`src/rtl/dmem_arbiter_if.sv`:
```
// Bus bundle between the processor/loader masters, the arbiter and the data memory.
// The arbiter attaches through the slave modport; the master modport is the masters' and memory's view.
interface dmem_arbiter_if #(
   parameter int ADDR_W = 12,
   parameter int DATA_W = 32
);
   logic              p_req;
   logic              p_wren;
   logic [ADDR_W-1:0] p_addr;
   logic [DATA_W-1:0] p_data;
   logic              p_stall;
   logic              p_rvalid;
   logic [DATA_W-1:0] p_q;

   logic              d_req;
   logic              d_wren;
   logic [ADDR_W-1:0] d_addr;
   logic [DATA_W-1:0] d_data;
   logic              d_gnt;
   logic              d_rvalid;
   logic [DATA_W-1:0] d_q;

   logic [ADDR_W-1:0] address_dmem;
   logic [DATA_W-1:0] data;
   logic              wren;
   logic [DATA_W-1:0] q_dmem;

   modport slave (
      input  p_req, p_wren, p_addr, p_data,
      input  d_req, d_wren, d_addr, d_data,
      input  q_dmem,
      output p_stall, p_rvalid, p_q,
      output d_gnt, d_rvalid, d_q,
      output address_dmem, data, wren
   );

   modport master (
      output p_req, p_wren, p_addr, p_data,
      output d_req, d_wren, d_addr, d_data,
      output q_dmem,
      input  p_stall, p_rvalid, p_q,
      input  d_gnt, d_rvalid, d_q,
      input  address_dmem, data, wren
   );
endinterface

```
`src/rtl/dmem_arbiter.sv`:
```
// Shares one data memory between the processor (priority) and a loader/debug master.
// The loader is guaranteed a slot after MAX_WAIT blocked cycles; read data returns one cycle after grant.
module dmem_arbiter #(
   parameter int ADDR_W   = 12,
   parameter int DATA_W   = 32,
   parameter int MAX_WAIT = 4
) (
   input logic           clock,
   input logic           reset,
   dmem_arbiter_if.slave bus
);
   localparam int CW = (MAX_WAIT < 1) ? 1 : $clog2(MAX_WAIT + 1);
   localparam logic [CW-1:0] MAX_CNT = CW'(MAX_WAIT);

   typedef enum logic [1:0] {
      OWN_NONE = 2'b00,
      OWN_P    = 2'b01,
      OWN_D    = 2'b10
   } owner_t;

   logic [CW-1:0]     wait_cnt_r;
   logic [CW-1:0]     wait_cnt_nxt_s;
   owner_t            rd_owner_r;
   owner_t            rd_owner_nxt_s;
   logic [DATA_W-1:0] p_q_r;
   logic [DATA_W-1:0] d_q_r;
   logic              force_s;
   logic              d_gnt_s;
   logic              p_gnt_s;
   logic [ADDR_W-1:0] addr_s;
   logic [DATA_W-1:0] data_s;
   logic              wren_s;

   // grant decision: processor first unless the loader has waited MAX_WAIT cycles
   always_comb begin
      force_s = bus.d_req & (wait_cnt_r == MAX_CNT);
      d_gnt_s = bus.d_req & (~bus.p_req | force_s);
      p_gnt_s = bus.p_req & ~d_gnt_s;
   end

   // memory-side mux; idle bus is driven to all zeros
   always_comb begin
      addr_s = {ADDR_W{1'b0}};
      data_s = {DATA_W{1'b0}};
      wren_s = 1'b0;
      if (d_gnt_s) begin
         addr_s = bus.d_addr;
         data_s = bus.d_data;
         wren_s = bus.d_wren;
      end else if (p_gnt_s) begin
         addr_s = bus.p_addr;
         data_s = bus.p_data;
         wren_s = bus.p_wren;
      end else begin
         wren_s = 1'b0;
      end
   end

   // next state: bounded-wait counter and owner of the read in flight
   always_comb begin
      wait_cnt_nxt_s = {CW{1'b0}};
      rd_owner_nxt_s = OWN_NONE;
      if (d_gnt_s || !bus.d_req) begin
         wait_cnt_nxt_s = {CW{1'b0}};
      end else if (wait_cnt_r == MAX_CNT) begin
         wait_cnt_nxt_s = MAX_CNT;
      end else begin
         wait_cnt_nxt_s = wait_cnt_r + CW'(1);
      end
      if (d_gnt_s && !bus.d_wren) begin
         rd_owner_nxt_s = OWN_D;
      end else if (p_gnt_s && !bus.p_wren) begin
         rd_owner_nxt_s = OWN_P;
      end else begin
         rd_owner_nxt_s = OWN_NONE;
      end
   end

   // state registers; memory data is stable here because dmem updates on the falling edge
   always_ff @(posedge clock or posedge reset) begin
      if (reset) begin
         wait_cnt_r <= {CW{1'b0}};
         rd_owner_r <= OWN_NONE;
         p_q_r      <= {DATA_W{1'b0}};
         d_q_r      <= {DATA_W{1'b0}};
      end else begin
         wait_cnt_r <= wait_cnt_nxt_s;
         rd_owner_r <= rd_owner_nxt_s;
         case (rd_owner_nxt_s)
            OWN_P:   p_q_r <= bus.q_dmem;
            OWN_D:   d_q_r <= bus.q_dmem;
            default: ;
         endcase
      end
   end

   assign bus.d_gnt        = d_gnt_s;
   assign bus.p_stall      = bus.p_req & ~p_gnt_s;
   assign bus.address_dmem = addr_s;
   assign bus.data         = data_s;
   assign bus.wren         = wren_s;
   assign bus.p_rvalid     = (rd_owner_r == OWN_P);
   assign bus.d_rvalid     = (rd_owner_r == OWN_D);
   assign bus.p_q          = p_q_r;
   assign bus.d_q          = d_q_r;
endmodule

```
`src/flat_wrapper.sv`:
```
// flat-port wrapper written by rule: the top's interface ports become plain ports
module dmem_arbiter_flat 
#(
   parameter int ADDR_W   = 12,
   parameter int DATA_W   = 32,
   parameter int MAX_WAIT = 4
)
  (clock, reset, bus_p_req, bus_p_wren, bus_p_addr, bus_p_data, bus_d_req, bus_d_wren, bus_d_addr, bus_d_data, bus_q_dmem, bus_p_stall, bus_p_rvalid, bus_p_q, bus_d_gnt, bus_d_rvalid, bus_d_q, bus_address_dmem, bus_data, bus_wren);
  dmem_arbiter_if #(.ADDR_W(ADDR_W), .DATA_W(DATA_W)) bus_i ();
  input logic clock;
  input logic reset;
  input wire logic [$bits(bus_i.p_req)-1:0] bus_p_req;
  input wire logic [$bits(bus_i.p_wren)-1:0] bus_p_wren;
  input wire logic [$bits(bus_i.p_addr)-1:0] bus_p_addr;
  input wire logic [$bits(bus_i.p_data)-1:0] bus_p_data;
  input wire logic [$bits(bus_i.d_req)-1:0] bus_d_req;
  input wire logic [$bits(bus_i.d_wren)-1:0] bus_d_wren;
  input wire logic [$bits(bus_i.d_addr)-1:0] bus_d_addr;
  input wire logic [$bits(bus_i.d_data)-1:0] bus_d_data;
  input wire logic [$bits(bus_i.q_dmem)-1:0] bus_q_dmem;
  output wire logic [$bits(bus_i.p_stall)-1:0] bus_p_stall;
  output wire logic [$bits(bus_i.p_rvalid)-1:0] bus_p_rvalid;
  output wire logic [$bits(bus_i.p_q)-1:0] bus_p_q;
  output wire logic [$bits(bus_i.d_gnt)-1:0] bus_d_gnt;
  output wire logic [$bits(bus_i.d_rvalid)-1:0] bus_d_rvalid;
  output wire logic [$bits(bus_i.d_q)-1:0] bus_d_q;
  output wire logic [$bits(bus_i.address_dmem)-1:0] bus_address_dmem;
  output wire logic [$bits(bus_i.data)-1:0] bus_data;
  output wire logic [$bits(bus_i.wren)-1:0] bus_wren;
  assign bus_i.p_req = bus_p_req;
  assign bus_i.p_wren = bus_p_wren;
  assign bus_i.p_addr = bus_p_addr;
  assign bus_i.p_data = bus_p_data;
  assign bus_i.d_req = bus_d_req;
  assign bus_i.d_wren = bus_d_wren;
  assign bus_i.d_addr = bus_d_addr;
  assign bus_i.d_data = bus_d_data;
  assign bus_i.q_dmem = bus_q_dmem;
  assign bus_p_stall = bus_i.p_stall;
  assign bus_p_rvalid = bus_i.p_rvalid;
  assign bus_p_q = bus_i.p_q;
  assign bus_d_gnt = bus_i.d_gnt;
  assign bus_d_rvalid = bus_i.d_rvalid;
  assign bus_d_q = bus_i.d_q;
  assign bus_address_dmem = bus_i.address_dmem;
  assign bus_data = bus_i.data;
  assign bus_wren = bus_i.wren;
  dmem_arbiter #(.ADDR_W(ADDR_W), .DATA_W(DATA_W), .MAX_WAIT(MAX_WAIT)) u_core (.clock(clock), .reset(reset), .bus(bus_i));
endmodule
```
`config.mk`:
```
export PLATFORM = sky130hd
export DESIGN_NAME = dmem_arbiter_flat
export DESIGN_NICKNAME = d
export VERILOG_FILES = /design/src/rtl/dmem_arbiter_if.sv /design/src/rtl/dmem_arbiter.sv /design/src/flat_wrapper.sv
export SDC_FILE = /design/constraint.sdc
export NUM_CORES = 1
export LEC_CHECK = 0
export CAP_MARGIN = 20
export CORE_MARGIN = 4
export CORE_UTILIZATION = 34
export DETAILED_ROUTE_END_ITERATION = 10
export PLACE_DENSITY = 0.93
export SYNTH_ARGS = -nofsm -noshare
export SYNTH_HDL_FRONTEND = slang
export SYNTH_SLANG_ARGS = --single-unit
```
`constraint.sdc`:
```
create_clock -name clock -period 2.85 [get_ports clock]
set_clock_uncertainty 0.2 [all_clocks]
set_input_delay 0.285 -clock clock [delete_from_list [all_inputs] [get_ports clock]]
set_output_delay 0.285 -clock clock [all_outputs]
set_load 0.02 [all_outputs]
```
==> flow_summary.json, run 1 <==
{
  "vdd.ir_drop.worst_mv": 0.520,
  "worstPathMaxFanout": 23,
  "path_cells": "inv_1, ha_1, a21bo_2, and2_2, buf_12, a22o_1, dlygate4sd2_1",
  "synth_adder_area_share_pct": 0.807,
  "syn_area_sq_mm": 0.00310,
  "first_global_vias": 3126,
  "rsz0062_at_grt": "no",
  "worstSetupStartpointType": "flip-flop",
  "core_sq_mm": 0.00881,
  "fillers": 652,
  "final_cell_mix": "clkdlybuf4s50_1, dfrtp_1, mux2_2",
  "crit_arrival_ns": 2.20,
  "die-area_sq_mm": 0.0107,
  "ys.warnings.count": 0,
  "crit_family": "buffers and inverters",
  "cts_sinks": 69,
  "slowest_delay_ns": 0.35,
  "grtUsageMet1_pct": 20.3,
  "top_usage_layer": "met2",
  "synthCells": 218,
  "cp_num_cells": 7,
  "period_minus_slack_ns": 2.68,
  "routed_wl_mm": 11.4,
  "avgSynthCellArea_sq_um": 14.2,
  "cts_made_buffers": 9,
  "end_kind": "output port",
  "outcome": "completed",
  "drive_gt1_share_pct": 19.7,
  "cap_viol_max_count": 0,
  "antenna_found_initial": 2,
  "htreeDepth": 3,
  "rows": 34,
  "slowest_stage": "dfrtp_1",
  "cts.clk_slew.worst_paths_ns": 0.09,
  "synthMuxAreaShare_pct": 23.6,
  "grt_max_degree": 47,
  "nets": 589,
  "io-pin-count": 239,
  "fin_crit_sh_pct": 94.0,
  "wl_per_cell_microns": 19.9,
  "met2_usage_pct": 39.2,
  "cp_data_required_time_ns": 2.37,
  "tightest_slew_ns": 0.569,
  "hold_path.class": "input port to async pin",
  "chipWidth_microns": 104,
  "yosys.area_share.simple_pct": 2.42,
  "fp.dieH_microns": 104,
  "power_leakage_nw": 2.68,
  "synth-compound-area-share_pct": 13.0,
  "ff_latch_area_sq_mm": 0.00173,
  "synth_cell_type_count": 18,
  "fmax_ghz": 0.373,
  "ant_nets": 0,
  "r2r_cells": 6,
  "grt_pass1_wl_mm": 17.3,
  "gp_congestion": 0.887,
  "hpwlAfterDp_mm": 9.05,
  "syn_nets": 346,
  "clock_latency_ns": 0.33,
  "fin_util_pct": 66.3,
  "vias": 2857,
  "setup_viol": 0,
  "viasPerCell": 4.97,
  "synthToLayoutAreaGrowth_pct": 88.3,
  "maxSlewViolCount": 0,
  "ys_ff_latch": 69,
  "path_buf_inv": 3,
  "worstSetupPathType": "flip-flop to output port",
  "final_common_cell": "clkdlybuf4s50_1",
  "yosysSeqAreaShare_pct": 55.7,
  "root_buffer": "clkbuf_8",
  "final_hold_viol_count": 0,
  "slew_headroom_pct": 62.0,
  "initial_core_util_pct": 35.2,
  "drtIter0Drc": 125,
  "grtUsageMet3_pct": 8.71,
  "power.density_mw_per_mm2": 557,
  "setup-tns-final_ns": 0,
  "grt_use_total_pct": 20.7,
  "multi_input_area_sq_mm": 0.00124,
  "dr.pass1.iters": 4,
  "clk_path_buf_depth": 2,
  "synth-xor-area-share_pct": 0,
  "cts_setup_buffers": 0,
  "synth_top_family_by_area": "multiplexers",
  "cts_tree": "built",
  "drc_errors": 0,
  "port_buffers": 238,
  "gr-total-overflow": 0
}
[synthesized netlist by cell type, drive strengths merged]
library cell,number,area share [%]
nand2,2,0.24
nor2,3,0.36
dfrtp,69,56
and2,2,0.40
inv,6,0.73
nand3b,1,0.24
ha,2,0.81
nand3,1,0.16
a21bo,1,0.32
clkbuf,1,0.12
mux2,64,23
buf,15,3.7
nor2b,3,0.61
mux2i,1,0.32
a22o,45,13
and3,2,0.40
[final cells by class]
type | count | area share [%]
tap | 108 | 2.31
inverter | 6 | 0.386
clock buffer | 10 | 2.19
multi-input combinational | 127 | 21.2
antenna | 1 | 0.0428
timing repair buffer | 248 | 42.7
clock inverter | 6 | 1.65
sequential | 69 | 29.6
[sequential cells by signal, summed over array words and instances, names as in the netlist]
name,flops
u_core.bus.d_q,32
u_core.bus.p_q,32
u_core.wait_cnt_r,3
u_core.rd_owner_r,2
[timing repair]
item	CTS	global route
resized for setup	35	11
gates cloned	0	1
endpoints found under the setup margin	35	10
hold buffers	0	0
[per-layer routing]
layer	share of wire, %	vias up	wire [microns]
li1	-	1291	-
met1	34	1406	3920
met2	55	143	6260
met3	9.1	15	1040
met4	1.7	2	192
met5	0.17	-	20
[cell families (layout without fill, tap and decap cells)]
kind of cell             count (synthesis)  in the layout
AO/OA/AOI/OAI                           46             46
adder cells (fa/ha/maj)                  2              2
buffers and inverters                   22            270
flip-flops                              69             69
multiplexers                            65             65
other                                    0              1
AND/OR/NAND/NOR                         14             14
[per-stage QoR]
step	total power [W]	worst slack [ns]	hold WS (ns)	cell area [sq um]	instances
finish	0.00325	0.170	0.101	5840	575
global route	0.00340	0.0886	0.145	5840	575
CTS	0.00329	0.000256	0.114	5790	573
detailed placement	0.00241	0.179	0.292	5610	557
global placement	0.00238	0.189	0.288	5610	557
floorplan	0.00174	0.625	0.198	3100	218
[worst paths after layout]
| check | start | end | slack, ns |
|---|---|---|---|
| setup / recovery | u_core.wait_cnt_r[0]$_DFF_PP0_ | bus_data[25] | 0.17 |
| hold / removal | reset | u_core.bus.p_q[5]$_DFFE_PP0N_ | 0.10 |
| setup reg to reg | u_core.wait_cnt_r[0]$_DFF_PP0_ | u_core.bus.p_q[21]$_DFFE_PP0N_ | 0.82 |
| hold reg to reg | u_core.bus.d_q[11]$_DFFE_PP0N_ | u_core.bus.d_q[11]$_DFFE_PP0N_ | 0.31 |
| max in group asynchronous | reset | u_core.bus.d_q[26]$_DFFE_PP0N_ | 1.71 |
| min in group clock | u_core.bus.d_q[11]$_DFFE_PP0N_ | u_core.bus.d_q[11]$_DFFE_PP0N_ | 0.31 |
[report_power, final]
group	leakage (nW)	internal [W]	switching (W)
clock	0.109	0.000502	0.000392
combinational	1.75	0.000634	0.000512
sequential	0.821	0.00113	0.0000780
Note: power is estimated with default switching activity, not from simulation.
==> inputs of run 2 (changes only) <==
GPL_ROUTABILITY_DRIVEN = 0   (was unset)
==> results of run 2 <==
Same layout as run 1: the final DEF is identical, and so are final timing and power.
==> inputs of run 3 (changes only) <==
CORE_MARGIN = 5   (was 4)
==> run 3 against run 2 <==
Maximum frequency shrank 0.45%; via count shrank 0.91%; worst hold slack gained 0.022 ns.
==> flow_summary.json, run 3 (synthesis results as in run 1) <==
{
  "outcome": "completed",
  "slowest_delay_ns": 0.36,
  "grt_use_total_pct": 19.5,
  "period_minus_slack_ns": 2.69,
  "dp_slack_ns": 0.167,
  "cts_made_buffers": 9,
  "htreeDepth": 3,
  "vias": 2831,
  "power_leakage_nw": 2.87,
  "p_total_w": 0.00317,
  "dr.pass1.iters": 4,
  "p_clk_share_pct": 25.2,
  "seq_power_share_pct": 38.2,
  "maxSlewViolCount": 0,
  "viasPerCell": 4.94,
  "worstSetupStartpointType": "flip-flop",
  "power.density_mw_per_mm2": 539,
  "r2r-end": "u_core.bus.p_q[30]$_DFFE_PP0N_",
  "drtIter0Drc": 110,
  "setup_viol": 0,
  "end_kind": "output port",
  "drive_gt1_share_pct": 19.4,
  "finalWorstSetupSlack_ns": 0.158,
  "routed_wl_mm": 11.5,
  "clk_path_buf_depth": 2,
  "worstSetupPathType": "flip-flop to output port",
  "slowest_stage": "dfrtp_1",
  "antenna_found_initial": 1,
  "p_int_w": 0.00219,
  "crit_family": "buffers and inverters",
  "fin_cells": 573,
  "rsz0062_at_grt": "no",
  "final_common_cell": "clkdlybuf4s50_1",
  "pwr-share-comb_pct": 36.5,
  "gr-total-overflow": 0,
  "cts_sinks": 69,
  "r2r-start": "u_core.wait_cnt_r[0]$_DFF_PP0_",
  "initial_core_util_pct": 35.2,
  "wl_per_cell_microns": 20.1,
  "fmax_ghz": 0.371,
  "cts.clk_slew.worst_paths_ns": 0.09,
  "path_cells": "inv_1, ha_1, a21bo_2, and2_2, clkbuf_16, a22o_1, dlygate4sd2_1",
  "port_buffers": 238,
  "p_sw_w": 0.000984,
  "final_hold_viol_count": 0,
  "io-pin-count": 239,
  "cts_tree": "built",
  "clock_latency_ns": 0.32,
  "grt_pass1_wl_mm": 17.1,
  "core_sq_mm": 0.00881,
  "path_buf_inv": 3,
  "r2r_cells": 6,
  "chipWidth_microns": 106,
  "root_buffer": "clkbuf_8",
  "ant_nets": 0,
  "cp_data_required_time_ns": 2.37,
  "tightest_slew_ns": 0.550,
  "fillers": 652,
  "hold_path.class": "input port to async pin",
  "first_global_vias": 3165,
  "vdd.ir_drop.worst_mv": 0.354,
  "cts_setup_buffers": 0,
  "switching_share_pct": 31.0,
  "drc_errors": 0,
  "synthToLayoutAreaGrowth_pct": 89.8,
  "setup-tns-final_ns": 0,
  "nets": 587,
  "fin_util_pct": 66.8,
  "slew_headroom_pct": 63.3,
  "cap_viol_max_count": 0,
  "fp.dieH_microns": 106,
  "worstPathMaxFanout": 23,
  "final_cell_mix": "clkdlybuf4s50_1, dfrtp_1, mux2_2",
  "fin_crit_sh_pct": 94.5,
  "hpwlAfterDp_mm": 9.13,
  "rows": 34,
  "cts_hold_buf": 0,
  "grt_max_degree": 48,
  "crit_arrival_ns": 2.21,
  "dp_cells": 555,
  "die-area_sq_mm": 0.0111,
  "r2r_slack_ns": 0.82
}
[run 3: worst reg2reg max path, cell delays in order (launching register included)]
cell,delay (ns)
dfrtp_1,0.39
inv_1,0.07
ha_1,0.20
nand3_1,0.13
nand3b_1,0.11
buf_4,0.39
mux2_2,0.42
[run 3: how the worst max path moves through the flow]
stage,cells after the start,slack (ns),start,endpoint
3_3_place_gp,6,0.19,bus_p_req,bus_data[29]
2_1_floorplan,1,0.63,reset,u_core.bus.d_q[0]$_DFFE_PP0N_
4_1_cts,7,0.001,u_core.wait_cnt_r[0]$_DFF_PP0_,bus_address_dmem[1]
5_1_grt,7,0.06,u_core.wait_cnt_r[0]$_DFF_PP0_,bus_data[29]
3_5_place_dp,6,0.17,bus_p_req,bus_data[29]
6_report,7,0.16,u_core.wait_cnt_r[0]$_DFF_PP0_,bus_data[29]
[run 3: power groups by stage]
stage | logic, W | clock network, W | registers (W)
detailed placement | 0.00118 | 0 | 0.00123
floorplan | 0.000319 | 0 | 0.00142
global route | 0.00122 | 0.000874 | 0.00123
global placement | 0.00116 | 0 | 0.00122
CTS | 0.00117 | 0.000818 | 0.00122
finish | 0.00116 | 0.000801 | 0.00121
[run 3: final cells by class]
type	instances	area [sq um]	share of cell area [%]
timing repair buffer	246	2560	43.6
tap	108	135	2.30
antenna	1	2.50	0.0425
clock inverter	6	70.1	1.19
sequential	69	1730	29.3
multi-input combinational	127	1240	21.0
inverter	6	22.5	0.383
clock buffer	10	128	2.17
[run 3: through the flow]
stage	hold WS [ns]	area, sq um
after floorplan	0.198	3100
after global placement	0.288	5590
after detailed placement	0.292	5590
after CTS	0.124	5770
after global routing	0.152	5890
final	0.124	5890
[run 3: what timing repair did]
action | 4_1_cts | 5_1_grt
setup endpoints to repair | 12 | 33
gates resized for setup | 12 | 34
hold endpoints to repair | 0 | 0
cloned | 0 | 1
[run 3: routing by layer]
metal  global-route usage (%)  vias up  share of wire (%)
met4                     7.86        0                3.0
li1                         -     1293                  -
met1                     19.4     1361                 35
met2                     36.1      151                 53
met5                        0        -                  0
met3                     7.76       26                9.2
